### src/rtl/rv_pkg.sv
// Shared types and constants for the MMIO pipeline controller.
package rv_pkg;

    localparam int XLEN_DEF = 32;

    localparam logic [1:0] STRB_BYTE = 2'b00;
    localparam logic [1:0] STRB_HALF = 2'b01;
    localparam logic [1:0] STRB_WORD = 2'b10;

    typedef enum logic [2:0] {
        IDLE  = 3'd0,
        ISSUE = 3'd1,
        WAIT  = 3'd2,
        RESP  = 3'd3,
        ERR   = 3'd4
    } ctrlState_t;

endpackage

### src/rtl/mmio_region_decode.sv
// Maps the top address nibble to a peripheral channel; lowest matching index wins.
module mmio_region_decode
    import rv_pkg::*;
#(
    parameter int                    NUM_CH  = 2,
    parameter logic [NUM_CH*4-1:0]   CH_BASE = {4'h3, 4'h2},
    parameter int                    IDXW    = 1
) (
    input  logic            valid,
    input  logic [3:0]      nibble,
    output logic            hit,
    output logic [IDXW-1:0] idx
);

    // Scan high-to-low so the lowest matching channel is the last one written.
    always_comb begin
        hit = 1'b0;
        idx = '0;
        for (int i = NUM_CH - 1; i >= 0; i--) begin
            if (valid && (CH_BASE[i*4 +: 4] == nibble)) begin
                hit = 1'b1;
                idx = IDXW'(i);
            end
        end
    end

endmodule

### src/rtl/pipe_mmio_ctrl.sv
// W-stage MMIO controller: stalls the pipeline while a load/store is carried
// out on one peripheral channel, then returns read data or a timeout error.
module pipe_mmio_ctrl
    import rv_pkg::*;
#(
    parameter int                  XLEN    = XLEN_DEF,
    parameter int                  NUM_CH  = 2,
    parameter logic [NUM_CH*4-1:0] CH_BASE = {4'h3, 4'h2},
    parameter int                  TIMEOUT = 255
) (
    input  logic                   clk,
    input  logic                   rst,
    input  logic                   req_valid,
    input  logic                   req_write,
    input  logic [XLEN-1:0]        req_addr,
    input  logic [XLEN-1:0]        req_wdata,
    input  logic [1:0]             req_strobe,
    input  logic [4:0]             req_rd,
    output logic [NUM_CH-1:0]      ch_sel,
    output logic                   ch_wr_en,
    output logic [XLEN-1:0]        ch_addr,
    output logic [XLEN-1:0]        ch_wdata,
    output logic [1:0]             ch_strobe,
    input  logic [NUM_CH-1:0]      ch_done,
    input  logic [NUM_CH*XLEN-1:0] ch_rdata,
    output logic                   stall,
    output logic                   rd_valid,
    output logic [4:0]             rd_idx,
    output logic [XLEN-1:0]        rd_data,
    output logic                   err
);

    localparam int             IDXW = (NUM_CH > 1) ? $clog2(NUM_CH) : 1;
    localparam int             CW   = $clog2(TIMEOUT + 1);
    localparam logic [CW-1:0]  TMO  = CW'(TIMEOUT);

    ctrlState_t      state;
    logic [CW-1:0]   waitCnt;
    logic            capWrite;
    logic [4:0]      capRd;
    logic [IDXW-1:0] capIdx;

    logic            hit;
    logic [IDXW-1:0] hitIdx;
    logic            chDone;
    logic [XLEN-1:0] chData;
    logic            respValid;
    logic            timedOut;

    mmio_region_decode #(
        .NUM_CH  (NUM_CH),
        .CH_BASE (CH_BASE),
        .IDXW    (IDXW)
    ) uDecode (
        .valid  (req_valid),
        .nibble (req_addr[XLEN-1 -: 4]),
        .hit    (hit),
        .idx    (hitIdx)
    );

    assign chDone    = ch_done[capIdx];
    assign chData    = ch_rdata[capIdx*XLEN +: XLEN];
    // Writes and reads targeting x0 still handshake but never write back.
    assign respValid = !capWrite && (capRd != 5'd0);
    // Counter value is the number of WAIT cycles already spent.
    assign timedOut  = (waitCnt + 1'b1) == TMO;

    // Combinational so the pipeline freezes in the same cycle the hit is seen.
    assign stall = !rst && (((state == IDLE) && hit) || (state == ISSUE) || (state == WAIT));

    always_ff @(posedge clk) begin
        if (rst) begin
            state     <= IDLE;
            waitCnt   <= '0;
            capWrite  <= 1'b0;
            capRd     <= '0;
            capIdx    <= '0;
            ch_sel    <= '0;
            ch_wr_en  <= 1'b0;
            ch_addr   <= '0;
            ch_wdata  <= '0;
            ch_strobe <= '0;
            rd_valid  <= 1'b0;
            rd_idx    <= '0;
            rd_data   <= '0;
            err       <= 1'b0;
        end else begin
            rd_valid <= 1'b0;
            rd_idx   <= '0;
            rd_data  <= '0;
            err      <= 1'b0;
            ch_wr_en <= 1'b0;
            case (state)
                IDLE: begin
                    waitCnt <= '0;
                    if (hit) begin
                        capWrite  <= req_write;
                        capRd     <= req_rd;
                        capIdx    <= hitIdx;
                        ch_sel    <= NUM_CH'(1) << hitIdx;
                        ch_wr_en  <= req_write;
                        ch_addr   <= req_addr;
                        ch_wdata  <= req_wdata;
                        ch_strobe <= req_strobe;
                        state     <= ISSUE;
                    end
                end
                ISSUE, WAIT: begin
                    if (chDone) begin
                        ch_sel    <= '0;
                        ch_addr   <= '0;
                        ch_wdata  <= '0;
                        ch_strobe <= '0;
                        rd_valid  <= respValid;
                        rd_idx    <= respValid ? capRd : 5'd0;
                        rd_data   <= respValid ? chData : '0;
                        state     <= RESP;
                    end else if ((state == WAIT) && timedOut) begin
                        ch_sel    <= '0;
                        ch_addr   <= '0;
                        ch_wdata  <= '0;
                        ch_strobe <= '0;
                        err       <= 1'b1;
                        rd_valid  <= respValid;
                        rd_idx    <= respValid ? capRd : 5'd0;
                        waitCnt   <= waitCnt + 1'b1;
                        state     <= ERR;
                    end else begin
                        if (state == WAIT)
                            waitCnt <= waitCnt + 1'b1;
                        state <= WAIT;
                    end
                end
                RESP, ERR: begin
                    waitCnt <= '0;
                    state   <= IDLE;
                end
                default: state <= IDLE;
            endcase
        end
    end

endmodule

### config.mk
export PLATFORM = sky130hd
export DESIGN_NAME = pipe_mmio_ctrl
export DESIGN_NICKNAME = d
export VERILOG_FILES = /design/src/rtl/rv_pkg.sv /design/src/rtl/mmio_region_decode.sv /design/src/rtl/pipe_mmio_ctrl.sv
export SDC_FILE = /design/constraint.sdc
export NUM_CORES = 1
export LEC_CHECK = 0
export CAP_MARGIN = 40
export CORE_ASPECT_RATIO = 1.5
export CORE_MARGIN = 10
export CORE_UTILIZATION = 34
export DETAILED_ROUTE_END_ITERATION = 10
export GPL_ROUTABILITY_DRIVEN = 0
export PLACE_DENSITY = 0.75
export SLEW_MARGIN = 10
export SYNTH_ARGS = -nofsm -noshare
export SYNTH_HDL_FRONTEND = slang
export SYNTH_SLANG_ARGS = --single-unit
### constraint.sdc
create_clock -name clk -period 1.9 [get_ports clk]
set_input_delay 0.57 -clock clk [delete_from_list [all_inputs] [get_ports clk]]
set_output_delay 0.57 -clock clk [all_outputs]
set_load 0.05 [all_outputs]
==> reports/metrics.csv <==
metric;value;unit
grtUsageTotal;18.4;%
timing.fmax;490;MHz
tightest_slew;0.411;ns
synth_area_leaders;dfxtp_1 57%, a22o_1 13%, mux2i_1 7.5%, nor2_1 4.7%, nand2_1 2.1%;
clock_path_buffers;2;
postSynthCellCount;409;
ioPinCount;250;
rsz0062_at_grt;true;
n_fill_cell;999;
drc;0;
initial_utilization;34.9;%
utilization;64.4;%
synthToLayoutAreaGrowth;84.3;%
post-route-period-util;108;%
synth_top_family_by_area;compound AO/OA/AOI/OAI gates;
post-dp-hpwl;12600;µm
antenna_found_initial;0;
setup_ws;-0.143;ns
yosysWarnings;0;
cap_violations;0;
drt-vias-per-instance;5.00;
die_h;159;µm
fp.dieW;113;µm
hold_path_class;flip-flop to flip-flop;
firstDrtPassIters;4;
p_total;0.00749;W
antenna_cells;0;
period_minus_slack;2.04;ns
hold_viol;0;
cts_hold_buf;0;
synth_edf_count;0;
slew_headroom;72.6;%
setup_violations;34;
crit_arrival;1.47;ns
cts_sinks;126;
synth_compound_area_share;18.5;%
num_vias;4358;
cp_max_fo;2;
violations;negative setup slack;
cts_buffers;17;
root_buffer;clkbuf_16;
synth_xor_area_share;0.598;%
ir_worst_vdd;488;µV
synth-seq-cells;126;
rows;50;
clk_pin_slew;0.05;ns
die_area;18000;µm²
p_leak;3.39;nW
drive_gt1_share;31.3;%
nets;845;
grt_max_degree;44;
core_area;12600;µm²
grt_pass1_vias;4633;
yosysTopAreaCell;dfxtp_1;
htree_levels;4;
portBuffers;249;
clk-insertion-delay-late;0.40;ns
outcome;finished, violations left;
synthMuxAreaShare;7.78;%
ant_nets;0;
worstPathRequired;1.33;ns
finClkSkew;0.00893;ns
worst_setup_path_end_kind;output pin;
yosysTopAreaCellShare;57.4;%
synth_flop_cell;dfxtp_1;
drt-total-wl;17700;µm
grt_pass1_wl;26200;µm
first_iter_violations;201;
syn_area;4390;µm²
maxSlewViolCount;0;
wl_per_cell;20.3;µm
synth_adder_area_share;0.570;%
cts_tree;done;
syn_nets;552;
synth-simple-area-share;11.7;%
worstSetupStartpointType;input port;
ys_seq_area_share;57.4;%
p_per_area;925;nW/µm²
path_class;input port to output pin;
overflow;0;
synth_cell_types;43;
syn_area_per_cell;10.7;µm²
async_flop_share;0;%
layer usage:
layer  share of wire, %  GRT usage [%]  vias to the layer above
met1                 37           19.1                     2063
met4                3.6           8.97                        0
met2                 53           32.6                      194
met3                6.4           5.50                       40
li1                   -              -                     2061
met5                  0              0                        -
what timing repair did:
action | 4_1_cts | 5_1_grt
pin swaps | 12 | 8
cloned | 5 | 6
resized for setup | 38 | 13
endpoints found under the hold margin | 0 | 0
setup endpoints to repair | 69 | 71
setup buffers | 7 | 6
synth_stat cells, drive strengths merged, types with 3 or more instances:
cell type and count:
nand3 8, dfxtp 126, nor2 55, a22o 65
and2 4, a31oi 4, a21oi 17, o21ai 4
mux2i 33, o21bai 3, nor3 5, buf 15
nand2 25, clkbuf 12
critical path, cell delays in order:
cell and delay (ns):
clkdlybuf4s15_1 0.16, and4bb_4 0.38, nand2_4 0.07, o21ai_4 0.14
buf_12 0.15
stage by stage:
step	setup WS (ns)	TNS, ns	hold slack (ns)	instance area [µm²]	instances
detailed placement	-0.542	-52.87	0.443	7000	818
global route	-0.176	-4.42	0.465	8100	871
global placement	-0.508	-49.11	0.435	7000	818
finish	-0.143	-1.98	0.451	8100	871
floorplan	-0.0421	-0.0421	0.417	4410	409
CTS	-0.172	-1.62	0.450	7930	862
state kept, by name, indices dropped and copies added (netlist names), 2 cells and up:
register   count
capRd          5
ch_sel         2
waitCnt        8
ch_strobe      2
state          3
rd_idx         5
ch_addr       32
ch_wdata      32
rd_data       32
report_power, final:
| group | switching [W] | leakage [nW] | internal [W] |
|---|---|---|---|
| clock network | 0.00126 | 0.308 | 0.00223 |
| registers | 0.0000465 | 1.02 | 0.00271 |
| logic | 0.000589 | 2.06 | 0.000651 |
| total | 0.00190 | 3.39 | 0.00559 |
cells in the final DEF (no fill, tap or decap), types with 2 or more instances in the layout:
cell / instances
buf_4: 139
clkdlybuf4s50_1: 134
dfxtp_1: 117
a22o_1: 65
nor2_1: 54
mux2i_1: 32
nand2_1: 23
clkbuf_16: 21
a21oi_1: 15
buf_12: 10
nand3_1: 7
dfxtp_2: 5
inv_6: 5
a31oi_1: 4
bufinv_16: 4
dlygate4sd2_1: 4
buf_6: 4
dfxtp_4: 4
nor3_1: 3
o21bai_1: 3
inv_1: 2
xor2_1: 2
o31a_1: 2
nor2b_1: 2
a211oi_1: 2
o21ai_0: 2
a311oi_1: 2
and2_1: 2
and2_4: 2
clkinv_4: 2
buf_16: 2
buf_8: 2
clkdlybuf4s15_1: 2
cell families after synthesis:
kind of cell	count (synthesis)
multiplexers	34
AO/OA/AOI/OAI	104
AND/OR/NAND/NOR	111
buffers and inverters	29
XOR/XNOR	3
adder cells (fa/ha/maj)	2
flip-flops	126
worst paths after layout:
| path | startpoint | endpoint | slack (ns) | depth (start not counted) |
|---|---|---|---|---|
| setup / recovery | req_addr[31] | stall | -0.14 | 5 |
| hold / removal | capRd[1]$_SDFFE_PP0P_ | rd_idx[1]$_SDFF_PP0_ | 0.45 | 2 |
| setup reg to reg | waitCnt[7]$_SDFFE_PP0P_ | ch_addr[0]$_SDFFE_PP0P_ | -0.10 | 8 |
| hold reg to reg | capRd[1]$_SDFFE_PP0P_ | rd_idx[1]$_SDFF_PP0_ | 0.45 | 2 |
cell type report:
cell class	instances	area, µm²	area share (%)
Clock inverter	14	205	2.53
Multi-Input combinational cell	254	1850	22.8
Clock buffer	18	429	5.30
Timing Repair Buffer	301	2870	35.5
Inverter	2	7.51	0.0927
Sequential cell	126	2540	31.4
Tap cell	156	195	2.41
Power figures use the tool's default switching activity.
